File: config.mk
export PLATFORM = sky130hd
export DESIGN_NAME = pe_au
export DESIGN_NICKNAME = d
export VERILOG_FILES = /design/src/rtl/pe_au_pkg.sv /design/src/rtl/pe_au_pipe_reg.sv /design/src/rtl/pe_au.sv
export SDC_FILE = /design/constraint.sdc
export NUM_CORES = 2
export LEC_CHECK = 0
export BUFFER_PORTS_ARGS = -buffer_cell sky130_fd_sc_hd__buf_2
export CAP_MARGIN = 5
export CELL_PAD_IN_SITES_DETAIL_PLACEMENT = 1
export CELL_PAD_IN_SITES_GLOBAL_PLACEMENT = 2
export CORE_MARGIN = 8
export CORE_UTILIZATION = 39
export CTS_CLUSTER_DIAMETER = 50
export DETAILED_ROUTE_END_ITERATION = 10
export PLACE_DENSITY_LB_ADDON = 0.2
export SYNTH_ARGS = -nofsm -noshare
export SYNTH_HDL_FRONTEND = slang
export SYNTH_SLANG_ARGS = --single-unit
File: constraint.sdc
create_clock -name clock_i -period 8.1 [get_ports clock_i]
set_input_delay 2.025 -clock clock_i [delete_from_list [all_inputs] [get_ports clock_i]]
set_output_delay 2.025 -clock clock_i [all_outputs]
set_load 0.005 [all_outputs]
File: src/rtl/pe_au_pkg.sv
// Shared widths, OPMODE field layout and operand-select codes for the PE arithmetic unit.
package pe_au_pkg;

    localparam int unsigned A_W   = 27;
    localparam int unsigned B_W   = 18;
    localparam int unsigned P_W   = 48;
    localparam int unsigned M_W   = A_W + B_W;
    localparam int unsigned SHIFT = 17;

    localparam int unsigned OP_W     = 9;
    localparam int unsigned OP_X_LSB = 0;
    localparam int unsigned OP_X_W   = 2;
    localparam int unsigned OP_Y_LSB = 2;
    localparam int unsigned OP_Y_W   = 2;
    localparam int unsigned OP_Z_LSB = 4;
    localparam int unsigned OP_Z_W   = 3;
    localparam int unsigned OP_W_LSB = 7;
    localparam int unsigned OP_W_W   = 2;

    localparam logic [P_W-1:0] P_ONES = {P_W{1'b1}};

    typedef enum logic [1:0] {
        X_ZERO = 2'b00,
        X_M    = 2'b01,
        X_P    = 2'b10,
        X_AB   = 2'b11
    } x_sel_e;

    // Y_MPART is the partial-product companion of X_M; M is counted once via X.
    typedef enum logic [1:0] {
        Y_ZERO  = 2'b00,
        Y_MPART = 2'b01,
        Y_ONES  = 2'b10,
        Y_C     = 2'b11
    } y_sel_e;

    typedef enum logic [2:0] {
        Z_ZERO     = 3'b000,
        Z_PCIN     = 3'b001,
        Z_P        = 3'b010,
        Z_C        = 3'b011,
        Z_RSV4     = 3'b100,
        Z_PCIN_SHR = 3'b101,
        Z_P_SHR    = 3'b110,
        Z_RSV7     = 3'b111
    } z_sel_e;

    typedef enum logic [1:0] {
        W_ZERO = 2'b00,
        W_P    = 2'b01,
        W_RSV  = 2'b10,
        W_C    = 2'b11
    } w_sel_e;

    // Arithmetic right shift used for cascade accumulation across PEs.
    function automatic logic [P_W-1:0] cascade_shr(input logic [P_W-1:0] v);
        return P_W'($signed(v) >>> SHIFT);
    endfunction

endpackage

File: src/rtl/pe_au_pipe_reg.sv
// Optional single pipeline stage with enable and synchronous active-low reset; STAGES=0 is a wire.
module pe_au_pipe_reg #(
    parameter int unsigned WIDTH  = 8,
    parameter int unsigned STAGES = 1
) (
    input  logic             clk,
    input  logic             rst_n,
    input  logic             en,
    input  logic [WIDTH-1:0] d,
    output logic [WIDTH-1:0] q
);

    generate
        if (STAGES == 0) begin : g_wire
            logic unused_ctrl;
            assign unused_ctrl = ^{clk, rst_n, en};
            assign q = d;
        end else begin : g_reg
            // Stage register: reset wins over enable.
            always_ff @(posedge clk) begin
                if (!rst_n) begin
                    q <= '0;
                end else if (en) begin
                    q <= d;
                end
            end
        end
    endgenerate

endmodule

File: src/rtl/pe_au.sv
// PE arithmetic unit: signed 27x18 multiply feeding a four-operand 48-bit adder into the P register.
module pe_au
    import pe_au_pkg::*;
#(
    parameter int unsigned ABREG = 1,
    parameter int unsigned MREG  = 1,
    parameter int unsigned CREG  = 1
) (
    input  logic            clock_i,
    input  logic            reset_n_i,
    input  logic            CREG_en_i,
    input  logic [OP_W-1:0] OPMODE_i,
    input  logic [A_W-1:0]  A_i,
    input  logic [B_W-1:0]  B_i,
    input  logic [P_W-1:0]  C_i,
    input  logic [P_W-1:0]  PCIN_i,
    output logic [P_W-1:0]  P_o,
    output logic [P_W-1:0]  PCOUT_o
);

    logic [A_W-1:0]        a_q;
    logic [B_W-1:0]        b_q;
    logic signed [M_W-1:0] a_ext;
    logic signed [M_W-1:0] b_ext;
    logic signed [M_W-1:0] prod;
    logic [P_W-1:0]        m_d;
    logic [P_W-1:0]        m_q;
    logic [P_W-1:0]        c_q;
    logic [P_W-1:0]        ab_cat;
    logic [P_W-1:0]        p_q;
    logic [P_W-1:0]        p_next;
    logic [P_W-1:0]        x_op;
    logic [P_W-1:0]        y_op;
    logic [P_W-1:0]        z_op;
    logic [P_W-1:0]        w_op;
    x_sel_e                x_sel;
    y_sel_e                y_sel;
    z_sel_e                z_sel;
    w_sel_e                w_sel;

    pe_au_pipe_reg #(.WIDTH(A_W), .STAGES(ABREG)) u_a_reg (
        .clk   (clock_i),
        .rst_n (reset_n_i),
        .en    (1'b1),
        .d     (A_i),
        .q     (a_q)
    );

    pe_au_pipe_reg #(.WIDTH(B_W), .STAGES(ABREG)) u_b_reg (
        .clk   (clock_i),
        .rst_n (reset_n_i),
        .en    (1'b1),
        .d     (B_i),
        .q     (b_q)
    );

    // Operands widened to the full product width so the signed product cannot truncate.
    assign a_ext = M_W'($signed(a_q));
    assign b_ext = M_W'($signed(b_q));
    assign prod  = a_ext * b_ext;
    assign m_d   = {{(P_W - M_W){prod[M_W-1]}}, prod};

    pe_au_pipe_reg #(.WIDTH(P_W), .STAGES(MREG)) u_m_reg (
        .clk   (clock_i),
        .rst_n (reset_n_i),
        .en    (1'b1),
        .d     (m_d),
        .q     (m_q)
    );

    pe_au_pipe_reg #(.WIDTH(P_W), .STAGES(CREG)) u_c_reg (
        .clk   (clock_i),
        .rst_n (reset_n_i),
        .en    (CREG_en_i),
        .d     (C_i),
        .q     (c_q)
    );

    assign ab_cat = {{(P_W - M_W){1'b0}}, a_q, b_q};

    assign x_sel = x_sel_e'(OPMODE_i[OP_X_LSB +: OP_X_W]);
    assign y_sel = y_sel_e'(OPMODE_i[OP_Y_LSB +: OP_Y_W]);
    assign z_sel = z_sel_e'(OPMODE_i[OP_Z_LSB +: OP_Z_W]);
    assign w_sel = w_sel_e'(OPMODE_i[OP_W_LSB +: OP_W_W]);

    // X/Y/Z/W operand selection.
    always_comb begin
        x_op = '0;
        y_op = '0;
        z_op = '0;
        w_op = '0;

        case (x_sel)
            X_M:     x_op = m_q;
            X_P:     x_op = p_q;
            X_AB:    x_op = ab_cat;
            default: x_op = '0;
        endcase

        case (y_sel)
            Y_ONES:  y_op = P_ONES;
            Y_C:     y_op = c_q;
            default: y_op = '0;
        endcase

        case (z_sel)
            Z_PCIN:     z_op = PCIN_i;
            Z_P:        z_op = p_q;
            Z_C:        z_op = c_q;
            Z_PCIN_SHR: z_op = cascade_shr(PCIN_i);
            Z_P_SHR:    z_op = cascade_shr(p_q);
            default:    z_op = '0;
        endcase

        case (w_sel)
            W_P:     w_op = p_q;
            W_C:     w_op = c_q;
            default: w_op = '0;
        endcase
    end

    // Four-operand sum, wrapping modulo 2^48.
    assign p_next = x_op + y_op + z_op + w_op;

    // Result register; loads every cycle.
    always_ff @(posedge clock_i) begin
        if (!reset_n_i) begin
            p_q <= '0;
        end else begin
            p_q <= p_next;
        end
    end

    assign P_o     = p_q;
    assign PCOUT_o = p_q;

endmodule

### Word-level counts from Yosys, hierarchy flattened

Index checks and enable logic that the tools add are counted.
W data, S select, Z words.

| cells by class | value |
|---|---|
| eq/ne operators | 12 |
| mux-type cells | 4 |
| $mul | 1 |
| $add $sub $neg | 3 |

Operators by type and width:

| cell | count |
|---|---|
| $pmux W48 S5 | 1 |
| $pmux W48 S2 | 2 |
| $add A48 B48 Y48 | 3 |
| $pmux W48 S3 | 1 |
| $mul A27 B18 Y45 | 1 |
| $eq A2 B2 Y1 const B | 5 |
| $eq A3 B2 Y1 const B | 2 |
| $eq A3 B3 Y1 const B | 2 |
| $eq A2 B1 Y1 const B | 2 |
| $eq A3 B1 Y1 const B | 1 |

| word-level totals | value |
|---|---|
| logic and storage cells | 25 |
| input port bits | 153 |
| register bits | 186 |
| output and inout port bits | 96 |

### Longest topological paths before layout

| depth | value |
|---|---|
| depth in word-level cells | 5 |
| depth in mapped cells | 26 |
| gate-level depth less buffers | 23 |

### Cells and area by module

From an unflattened synthesis, not the netlist that was laid out.

| second synthesis, totals | value |
|---|---|
| cell total of the unflattened synthesis | 3569 |
| area total of the unflattened synthesis | 32454.9 sq um |

By module, submodules not included:

| module | cells each | times used | seq. area each (sq um) | area each (sq um) |
|---|---|---|---|---|
| pe_au | 3116 | 1 | 960.9 | 27037.2 |
| pe_au_pipe_reg (u_c_reg ...) | 155 | 2 | 960.9 | 1845.5 |
| pe_au_pipe_reg (u_a_reg) | 86 | 1 | 540.5 | 1038.5 |
| pe_au_pipe_reg (u_b_reg) | 57 | 1 | 360.3 | 688.2 |

### Worst setup path before layout

Ideal clock, no wire load.

| timing path | value |
|---|---|
| kind | input port to flip-flop |
| from | in OPMODE_i[4] |
| to | reg p_q[47], in the netlist PCOUT_o[47] |
| library setup time | 0.127 ns |
| data required time | 7.973 ns |
| data arrival time | 6.855 ns |
| path buffers | 2 |
| stages | 19 |
| slack | 1.118 ns |
| cells stage by stage | clkbuf_1 > nor3b_1 > clkbuf_1 > a221oi_1 > fa_1 > inv_1 > fa_1 > ha_1 > inv_1 > fa_1 > and2b_4 > o211ai_2 > a31oi_1 > o2111ai_1 > a211oi_2 > o31ai_2 > a21oi_2 > nor3_1 > or3b_1 |

| on the way | value |
|---|---|
| word-level cells in the longest chain between the ends | 4 |
| elaborated cells on any way between the ends | 8 |
| those cells by class | 2 x add/sub; 5 x eq/ne; 1 x mux |

RTL lines:

| item | RTL line | text |
|---|---|---|
| start, declared | pe_au.sv:12 | `input logic [OP_W-1:0] OPMODE_i,` |
| $eq A3 B3 Y1 (tied with other cells) | pe_au.sv:106 | `case (z_sel)` |
| $pmux W48 S5 (*) | pe_au.sv:106 |  |
| $add A48 B48 Y48 (*) (2 in series) | pe_au.sv:123 | `assign p_next = x_op + y_op + z_op + w_op;` |
| end signal, assigned | pe_au.sv:130 | `p_q <= p_next;` |
| end, declared | pe_au.sv:30 | `logic [P_W-1:0] p_q;` |

Every way passes the cells marked *; elsewhere a longest branch is shown, timed or not.
A chain may end at the register's enable or synchronous reset.

### Worst setup path in the final report

| timing path | value |
|---|---|
| from | reg u_b_reg.q[1] |
| to | reg u_m_reg.q[44] (netlist name) |

| on the way | value |
|---|---|
| word-level cells in the longest chain between the ends | 1 |

RTL lines:

| item | RTL line | text |
|---|---|---|
| start, declared | pe_au_pipe_reg.sv:10 | `output logic [WIDTH-1:0] q` |
| start signal, assigned | pe_au_pipe_reg.sv:22 | `q <= '0;` |
| start signal, assigned | pe_au_pipe_reg.sv:24 | `q <= d;` |
| $mul A27 B18 Y45 | pe_au.sv:60 | `assign prod = a_ext * b_ext;` |

No other way between the ends.

==> results_dict.tcl <==
set metrics [dict create \
    drive_above_1_share_pct 12.63 \
    required_ps 8450 \
    synthArstFlopShare_pct 0 \
    synth.distinct_cells 75 \
    cts_tree "built" \
    ios 249 \
    setup_violations 0 \
    grt_pass1_wl_um 177100 \
    peakVddDrop_uv 209.3 \
    cts_resized 0 \
    wl_met1_um 48850 \
    antenna_found_initial 13 \
    die_w_um 298.6 \
    synth_compound_area_share_pct 10.21 \
    drcViolationCount 0 \
    place_hpwl_um 94200 \
    yosysSeqAreaShare_pct 11.96 \
    min_period_over_period_pct 88.95 \
    cts_hold_buffers 0 \
    cp-end-kind "flop" \
    worst-r2r-cell-count 19 \
    synth_simple_gate_area_share_pct 15.12 \
    max_freq_mhz 138.8 \
    wl_met2_um 56050 \
    status "complete, no violations" \
    first_pass_iters 5 \
    path_class "flop to flop" \
    ant_nets 0 \
    reg2reg_setup_slack_ps 900 \
    fin_crit_ps 7205 \
    insertion_delay_ps 500 \
    final_area_mm2 0.03377 \
    syn_area_per_cell_um2 8.833 \
    leakage_nw 16.59 \
    nets 4491 \
    track_usage_pct 26.08 \
    grt_pass1_vias 28440 \
    final_util_pct 42.74 \
    rsz0062_at_grt "no" \
    die_area_mm2 0.08916 \
    placed_area_mm2 0.03316 \
    yosysWarnings 0 \
    drt_iter0_markers 1633 \
    synth_adder_area_share_pct 42.79 \
    r2r_end "u_m_reg.q[44]$_SDFF_PN0_" \
    overflow 0 \
    synth_top_cell_by_area "fa_1" \
    port_buffers 248 \
    clock_skew_ps 15.14 \
    cts_made_buffers 17 \
    min_path_type "flop to flop" \
    p_total_mw 7.993 \
    post_drt_wl_per_cell_um 24.78 \
    syn_inst 3526 \
    cp.arrival_ps 7560 \
    cts-root-buf "clkbuf_16" \
    synth-seq-cells 186 \
    core_area_mm2 0.07900 \
    tightest_slew_ps 1240 \
    synth_top_area_share_pct 36.44 \
    dp.cells 4644 \
    synthTopCellsByArea "fa_1, dfxtp_1, inv_1" \
    clockBufferDepth 2 \
    critPathLaunchType "flop" \
    area_delta_synth_final_pct 8.416 \
    grt_max_degree 90 \
    synthMuxAreaShare_pct 6.464 \
    cap_violations 0 \
    hold_start "u_c_reg.q[36]$_SDFFE_PN0P_" \
    drt-total-wl_um 115900 \
    fp-row-count 103 \
    num_vias 25190 \
    start_util_pct 39.43 \
    layout.cells.non_filler 4678 \
    synth_edf_count 0 \
    die_h_um 298.6 \
    viasPerCell 5.385 \
    synth_top_family_by_area "adder cells" \
    relSlewSlack_pct 17.23 \
    syn_nets 4404 \
    top_layer "met5" \
    final-max-slew-violation-count 0 \
    synthesis.area_mm2 0.03115 \
    p_per_area_mw_per_mm2 236.7 \
    htreeDepth 4 \
    clk_pin_slew_ps 90 \
    cts_setup_buffers 0 \
    mostFrequentLayoutCells "inv_1, fa_1, nand2_1" \
    cts.sinks 186 \
    whs_endpoint "u_c_reg.q[36]$_SDFFE_PN0P_" \
    timing.setup.tns_ps 0 \
    gp_congestion 0.8990 \
    synthFlopType "dfxtp_1" \
    final_common_cell "inv_1" \
    r2r-start "u_b_reg.q[1]$_SDFF_PN0_" \
    holdPathStages 2 \
    route.met3.wl_um 6851 \
    cp_max_fo 14 \
    synth_xor_xnor_area_share_pct 2.081 \
    hold_viol 0 \
]
## power breakdown
part,internal [mW],switching (mW)
clock network,0.443,0.474
registers,1.13,0.464
logic,2.21,3.27
## synth_stat cells, types with 5 or more instances
master	n
inv_1	640
fa_1	567
nand2_1	386
and2_1	243
clkbuf_1	187
dfxtp_1	186
nor2_1	166
ha_1	158
mux2i_1	128
o21ai_0	119
a21oi_1	86
mux2_2	65
a22oi_1	62
nor2b_1	62
buf_4	48
a21o_1	41
xnor2_1	39
xor2_1	35
a221oi_1	30
o21a_1	30
nand3_1	22
nor3_1	22
nand2b_1	21
buf_1	19
nand4_1	18
a211oi_1	13
o21bai_1	10
a31oi_1	9
o211ai_1	7
or3_1	7
nor3b_1	6
a211o_1	5
a21oi_2	5
## worst max-delay path by stage
stage | from | cells past startpoint | slack, ps | end
after floorplan | OPMODE_i[4] | 19 | 1120 | PCOUT_o[47]$_SDFF_PN0_
after global placement | OPMODE_i[6] | 18 | 680 | PCOUT_o[44]$_SDFF_PN0_
after detailed placement | OPMODE_i[6] | 21 | 540 | PCOUT_o[39]$_SDFF_PN0_
after CTS | u_b_reg.q[1]$_SDFF_PN0_ | 19 | 950 | u_m_reg.q[44]$_SDFF_PN0_
after global routing | u_a_reg.q[8]$_SDFF_PN0_ | 21 | 540 | u_m_reg.q[41]$_SDFF_PN0_
final | u_b_reg.q[1]$_SDFF_PN0_ | 19 | 900 | u_m_reg.q[44]$_SDFF_PN0_
## state kept, by name, indices dropped and copies added (netlist names)
name,count
PCOUT_o,48
u_a_reg.q,27
u_b_reg.q,18
u_c_reg.q,48
u_m_reg.q,45
## routing by layer
layer  track usage, %  vias to the layer above
met5                0                        -
met2            44.12                      754
met3            4.800                      191
met4            8.729                        2
li1                 -                    11120
met1            33.48                    13120
## critical path: stages, from the launching register on
cell	delay (ps)
dfxtp_1	1010
and2_1	310
fa_1	570
fa_1	560
ha_1	590
inv_1	340
fa_1	570
inv_1	60
fa_1	550
fa_1	420
ha_1	400
and2_1	230
nand3_1	200
nor2_1	340
nand2_1	120
nor3_1	130
o21ai_0	240
nand3_1	180
xnor2_1	150
nor2_1	60
## stage by stage
step                      hold slack [ps]  worst slack, ps
after floorplan                     494.6             1118
after global placement              548.1            678.4
after detailed placement            553.4            538.9
after CTS                           564.8            945.3
after global routing                577.0            536.0
final                               565.1            895.1
## area by class of cell
type	count	area (µm²)
Sequential cell	186	3737
Timing Repair Buffer	324	1812
Multi-Input combinational cell	2444	23890
Antenna cell	2	5.005
Tap cell	1050	1314
Fill cell	9278	45230
Clock inverter	15	177.7
Inverter	640	2405
Clock buffer	17	425.4
## cells by family (layout without fill, tap and decap cells)
family	count (synthesis)	in the layout
AO/OA/AOI/OAI	475	475
flip-flops	186	186
AND/OR/NAND/NOR	977	977
multiplexers	193	193
other	0	2
buffers and inverters	896	996
adder cells (fa/ha/maj)	725	725
XOR/XNOR	74	74
No activity file was read; power rests on OpenSTA's default activity.
